File: src/rtl/vga_timing_regs.sv
// VGA timing configuration registers: software edits a shadow set, which is
// validated and copied into the active set on a frame boundary.
module vga_timing_regs #(
  parameter int CONFIG_WIDTH  = 16,
  parameter int REZ_MAX_WIDTH = 11,
  parameter int PULSE_WIDTH   = 8,
  parameter int MARGIN_WIDTH  = 8,
  parameter logic [CONFIG_WIDTH-1:0] BASE_ADDR = 16'h0010
) (
  input  logic                     clk,
  input  logic                     rst_n,
  input  logic                     c_valid,
  input  logic [CONFIG_WIDTH-1:0]  c_addr,
  input  logic [CONFIG_WIDTH-1:0]  c_data,
  output logic                     c_ready,
  input  logic                     frame_end,
  output logic [REZ_MAX_WIDTH-1:0] h_count_max,
  output logic [REZ_MAX_WIDTH-1:0] v_count_max,
  output logic [PULSE_WIDTH-1:0]   h_sync_pulse,
  output logic [PULSE_WIDTH-1:0]   v_sync_pulse,
  output logic [MARGIN_WIDTH-1:0]  h_left_margin,
  output logic [MARGIN_WIDTH-1:0]  h_right_margin,
  output logic [MARGIN_WIDTH-1:0]  v_left_margin,
  output logic [MARGIN_WIDTH-1:0]  v_right_margin,
  output logic                     load_config,
  output logic                     cfg_err
);

  localparam int SUM_WIDTH = REZ_MAX_WIDTH + 2;

  typedef struct packed {
    logic [REZ_MAX_WIDTH-1:0] h_max;
    logic [REZ_MAX_WIDTH-1:0] v_max;
    logic [PULSE_WIDTH-1:0]   h_sync;
    logic [PULSE_WIDTH-1:0]   v_sync;
    logic [MARGIN_WIDTH-1:0]  h_left;
    logic [MARGIN_WIDTH-1:0]  h_right;
    logic [MARGIN_WIDTH-1:0]  v_left;
    logic [MARGIN_WIDTH-1:0]  v_right;
  } timing_t;

  typedef enum logic [1:0] {IDLE, PENDING, LOAD} state_t;

  function automatic timing_t preset_values(input logic [1:0] sel);
    timing_t t;
    case (sel)
      2'd1: begin
        t.h_max  = REZ_MAX_WIDTH'(1055); t.v_max   = REZ_MAX_WIDTH'(627);
        t.h_sync = PULSE_WIDTH'(128);    t.v_sync  = PULSE_WIDTH'(4);
        t.h_left = MARGIN_WIDTH'(88);    t.h_right = MARGIN_WIDTH'(40);
        t.v_left = MARGIN_WIDTH'(23);    t.v_right = MARGIN_WIDTH'(1);
      end
      2'd2: begin
        t.h_max  = REZ_MAX_WIDTH'(1343); t.v_max   = REZ_MAX_WIDTH'(805);
        t.h_sync = PULSE_WIDTH'(136);    t.v_sync  = PULSE_WIDTH'(6);
        t.h_left = MARGIN_WIDTH'(160);   t.h_right = MARGIN_WIDTH'(24);
        t.v_left = MARGIN_WIDTH'(29);    t.v_right = MARGIN_WIDTH'(3);
      end
      default: begin
        t.h_max  = REZ_MAX_WIDTH'(799);  t.v_max   = REZ_MAX_WIDTH'(524);
        t.h_sync = PULSE_WIDTH'(96);     t.v_sync  = PULSE_WIDTH'(2);
        t.h_left = MARGIN_WIDTH'(48);    t.h_right = MARGIN_WIDTH'(16);
        t.v_left = MARGIN_WIDTH'(33);    t.v_right = MARGIN_WIDTH'(10);
      end
    endcase
    return t;
  endfunction

  state_t  state, next_state;
  timing_t shadow, active;

  logic [CONFIG_WIDTH-1:0] offset;
  logic                    in_window;
  logic                    wr_en;
  logic                    sel_preset, sel_commit;
  logic                    preset_ok;
  logic                    arm_commit;
  logic [SUM_WIDTH-1:0]    h_sum, v_sum;
  logic                    shadow_valid;
  logic                    do_load, commit_err;

  assign offset     = c_addr - BASE_ADDR;
  assign in_window  = (c_addr >= BASE_ADDR) && (offset < CONFIG_WIDTH'(10));
  assign wr_en      = c_valid && c_ready;
  assign sel_preset = in_window && (offset[3:0] == 4'd0);
  assign sel_commit = in_window && (offset[3:0] == 4'd9);
  assign preset_ok  = (c_data < CONFIG_WIDTH'(3));
  assign arm_commit = wr_en && (sel_commit || (sel_preset && preset_ok));

  // Porch and sync widths must leave at least one active pixel/line.
  assign h_sum = SUM_WIDTH'(shadow.h_sync) + SUM_WIDTH'(shadow.h_left) + SUM_WIDTH'(shadow.h_right);
  assign v_sum = SUM_WIDTH'(shadow.v_sync) + SUM_WIDTH'(shadow.v_left) + SUM_WIDTH'(shadow.v_right);
  assign shadow_valid = (shadow.h_max != '0) && (shadow.v_max != '0) &&
                        (h_sum < SUM_WIDTH'(shadow.h_max)) &&
                        (v_sum < SUM_WIDTH'(shadow.v_max));

  always_ff @(posedge clk or negedge rst_n) begin
    if (!rst_n) state <= LOAD;
    else        state <= next_state;
  end

  always_comb begin
    next_state = state;
    do_load    = 1'b0;
    commit_err = 1'b0;
    case (state)
      IDLE:    if (arm_commit) next_state = PENDING;
      PENDING: begin
        if (frame_end) begin
          if (shadow_valid) begin
            next_state = LOAD;
            do_load    = 1'b1;
          end else begin
            next_state = IDLE;
            commit_err = 1'b1;
          end
        end
      end
      LOAD:    next_state = IDLE;
      default: next_state = IDLE;
    endcase
  end

  always_ff @(posedge clk or negedge rst_n) begin
    if (!rst_n) begin
      shadow <= preset_values(2'd0);
    end else if (wr_en) begin
      case (offset[3:0])
        4'd0: if (sel_preset && preset_ok) shadow <= preset_values(c_data[1:0]);
        4'd1: if (in_window) shadow.h_max   <= REZ_MAX_WIDTH'(c_data);
        4'd2: if (in_window) shadow.v_max   <= REZ_MAX_WIDTH'(c_data);
        4'd3: if (in_window) shadow.h_sync  <= PULSE_WIDTH'(c_data);
        4'd4: if (in_window) shadow.v_sync  <= PULSE_WIDTH'(c_data);
        4'd5: if (in_window) shadow.h_left  <= MARGIN_WIDTH'(c_data);
        4'd6: if (in_window) shadow.h_right <= MARGIN_WIDTH'(c_data);
        4'd7: if (in_window) shadow.v_left  <= MARGIN_WIDTH'(c_data);
        4'd8: if (in_window) shadow.v_right <= MARGIN_WIDTH'(c_data);
        default: ;
      endcase
    end
  end

  // load_config and c_ready follow the state being entered so they line up
  // with the edge that updates the active set.
  always_ff @(posedge clk or negedge rst_n) begin
    if (!rst_n) begin
      active      <= preset_values(2'd0);
      load_config <= 1'b1;
      c_ready     <= 1'b0;
      cfg_err     <= 1'b0;
    end else begin
      if (do_load) active <= shadow;
      load_config <= (next_state == LOAD);
      c_ready     <= (next_state == IDLE);
      cfg_err     <= commit_err || (wr_en && sel_preset && !preset_ok);
    end
  end

  assign h_count_max    = active.h_max;
  assign v_count_max    = active.v_max;
  assign h_sync_pulse   = active.h_sync;
  assign v_sync_pulse   = active.v_sync;
  assign h_left_margin  = active.h_left;
  assign h_right_margin = active.h_right;
  assign v_left_margin  = active.v_left;
  assign v_right_margin = active.v_right;

endmodule

File: config.mk
export PLATFORM = sky130hd
export DESIGN_NAME = vga_timing_regs
export DESIGN_NICKNAME = d
export VERILOG_FILES = /design/src/rtl/vga_timing_regs.sv
export SDC_FILE = /design/constraint.sdc
export NUM_CORES = 1
export LEC_CHECK = 0
export CORE_MARGIN = 2
export CORE_UTILIZATION = 50
export DETAILED_ROUTE_END_ITERATION = 8
export PLACE_DENSITY = 0.74
export SYNTH_ARGS = -nofsm -noshare
export SYNTH_HDL_FRONTEND = slang
export SYNTH_SLANG_ARGS = --single-unit
File: constraint.sdc
create_clock -name clk -period 6.7 [get_ports clk]
set_input_delay 1.005 -clock clk [delete_from_list [all_inputs] [get_ports clk]]
set_output_delay 1.005 -clock clk [all_outputs]
set_load 0.05 [all_outputs]
==> run summary <==
mapped cell area - 7575 µm²
maximum clock frequency - 200.8 MHz
worst slew pin tran - 1.057 ns
Pre-antenna DRT Iters - 6
Cells after Synth - 721
dominant synthesized flop cell - dfrtp_1
CP Max Fanout - 43
port buffer count - 108
Crit Path Class - reg2reg
R2R cell count - 20
worst r2r dst - h_left_margin[0]
I/O pin cnt - 109
Die H - 127.1 µm
antenna-violating nets left - 0
Peak supply drop - 0.1549 mV
drt wl/cell - 18.76 µm
# setup viols final - 0
number of fill cells - 1155
DRC - 0
Design Area, Final - 9392 µm²
die area - 16150 µm²
via count - 5678
P per Cell Area - 214.1 nW/µm²
Max Clock Skew - 0.008015 ns
Synth Register Bits - 145
Num CTS Buffers - 17
initial antenna violation count - 0
reg2reg setup slack - 1.72 ns
Syn Area/Cell - 10.51 µm²
area delta synth->final - 23.98%
origin of the critical flop-to-flop path - shadow[1]
crit-path cells - inv_1 > fa_1 > inv_1 > ha_1 > inv_1 > fa_1 > nor2b_1 > o21ai_0 > a21boi_0 > o21ai_0 > a21boi_0 > o21a_1 > ha_1 > and4b_1 > a41oi_1 > nand4_1 > a221o_1 > nor3_4 > buf_4 > mux2_2
All-Layer GR Usage - 25.08%
Buf+Inv Stages, Crit Path - 4
CP endpoint kind - register
Leak - 4.302 nW
Yosys top cell by area - dfrtp_1
Post-synth EDFFs - 0
Crit-path slowest cell - dfstp_2
Period minus WS final - 4.980 ns
H-tree depth - 4
Starting Density - 51.73%
number of DRC violations after detailed-routing iteration 0 - 369
CTS tree - built
Max Cap Viol - 0
RSZ-0062 raised after global routing - false
total routed wirelength - 19.08 mm
status - complete, no violations
hold path startpoint - shadow[1]
crit path DAT - 5.29 ns
Worst Hold Class - reg2reg
Synth warnings - 0
total negative slack - 0 ns
DP Area - 8738 µm²
worst path required time - 7.01 ns
post-synth net total - 812
CP peak stage delay - 0.54 ns
Reg clk slew, reported paths - 0.06 ns
clk_lat worst skew - 0.43 ns
clock root cell - clkbuf_16
Synth cell types - 51
Hold WS - 0.4942 ns
layout cell share with drive strength beyond 1 - 18.37%
vias per inst - 5.583
post-synthesis sequential area ratio - 48.60%
final net count - 911
hold_buf cts - 0
pin count of the biggest net entering global routing - 77
Tcrit/Tclk final - 74.33%
Hold Fails Final Rpt - 0
first-pass GRT wire length - 30.96 mm
DP Wirelength - 13.64 mm
number of inserted diodes - 0
Die Width - 127.1 µm
max-slew violation count - 0
gr ovfl total - 0
Async S/R FF share, synth - 100.0%
cell count along the critical path - 20
Clock Sinks - 145
max_slew headroom - 29.05%
gpl congestion - 0.9225
cell mode on critical path - inv_1
CTS Buffer Depth - 2
share of the synthesized area in the top cell type - 34.03%
main area contributors after synthesis - dfrtp_1, dfstp_2, mux2_2
Setup crit start - shadow[1]
crit-path leading delay family - compound AO/OA/AOI/OAI gates
Site Rows - 44
CP endpoint - h_left_margin[0]
Post-CTS Setup Inserts - 0
Core ar. - 14640 µm²
CP Launch Type - register
vias in the first global route - 5812
post-CTS sizing - 0
[cell usage in the layout, fill, tap and decap left out, drive strengths merged, types with 11 or more instances in the layout]
cell,Yosys,final
clkdlybuf4s50,0,107
nand2,105,105
dfrtp,103,103
mux2,70,70
o21ai,65,65
inv,57,57
nor2,48,48
dfstp,42,42
ha,37,37
a21oi,36,36
clkbuf,23,21
fa,18,18
nor3,11,11
[where the power goes]
| group | internal [W] | leakage, nW | switching, W | total (W) |
|---|---|---|---|---|
| sequential | 0.000878 | 1.85 | 0.000000136 | 0.000878 |
| combinational | 0.0000304 | 2.12 | 0.0000570 | 0.0000874 |
| clock | 0.000686 | 0.323 | 0.000359 | 0.00105 |
| total | 0.00159 | 4.30 | 0.000416 | 0.00201 |
[worst min path at each step]
stage                        endpoint  depth (start not counted)
floorplan                  shadow[59]                          2
global placement    h_right_margin[0]                          1
detailed placement         shadow[59]                          2
CTS                        shadow[59]                          2
global route               shadow[59]                          2
finish                      shadow[1]                          2
[through the flow]
step,power [W],cells,setup WS [ns],utilization (%)
after floorplan,0.0009241,721,2.209,-
after global placement,0.0009777,985,1.892,59.67
after detailed placement,0.0009796,985,1.757,59.67
after CTS,0.002018,1017,1.746,64.13
after global routing,0.002072,1017,1.382,64.13
final,0.002011,1017,1.720,64.13
[layout make-up]
| type | instances | area [µm²] | area share, % |
|---|---|---|---|
| flip-flops and latches | 145 | 3681 | 39.20 |
| multi-input cells | 486 | 3493 | 37.20 |
| repair buffers | 113 | 1120 | 11.92 |
| clock buffers | 21 | 470.5 | 5.009 |
| well taps | 184 | 230.2 | 2.451 |
| inverters | 57 | 214.0 | 2.278 |
| clock inverters | 11 | 182.7 | 1.945 |
[state kept, by name, indices dropped and copies added, names as in the netlist]
signal          flops
v_left_margin       8
shadow             70
c_ready             1
h_right_margin      8
h_count_max        11
state               2
v_count_max        11
h_left_margin       8
v_sync_pulse        8
cfg_err             1
v_right_margin      8
h_sync_pulse        8
load_config         1
[per-layer routing]
metal  vias to the layer above  GRT usage [%]  share of wire [%]
met5                         -              0                  0
li1                       2660              -                  -
met3                        37          5.528                6.4
met2                       196          38.90                 46
met4                         0          9.955                2.6
met1                      2785          34.71                 45
[synth_stat cells (all sizes together) (9+ instances only)]
| master | instances |
|---|---|
| a21oi | 36 |
| buf | 10 |
| clkbuf | 23 |
| dfrtp | 103 |
| dfstp | 42 |
| fa | 18 |
| ha | 37 |
| inv | 57 |
| mux2 | 70 |
| mux2i | 9 |
| nand2 | 105 |
| nor2 | 48 |
| nor3 | 11 |
| nor4 | 9 |
| o21ai | 65 |
[worst register-to-register path, delay by kind of cell (launching register included)]
family	cells	cell delay, ns
adder cells (fa/ha/maj)	4	1.26
AND/OR/NAND/NOR	4	0.57
multiplexers	1	0.43
buffers and inverters	4	0.68
flip-flops	1	0.54
AO/OA/AOI/OAI	7	1.38
[logic make-up after synthesis]
kind of cell | synth area share, %
AO/OA/AOI/OAI | 10.41
XOR/XNOR | 1.041
adder cells (fa/ha/maj) | 10.87
buffers and inverters | 5.286
flip-flops | 48.60
multiplexers | 11.60
AND/OR/NAND/NOR | 12.21
No activity file was read; power rests on OpenSTA's default activity.
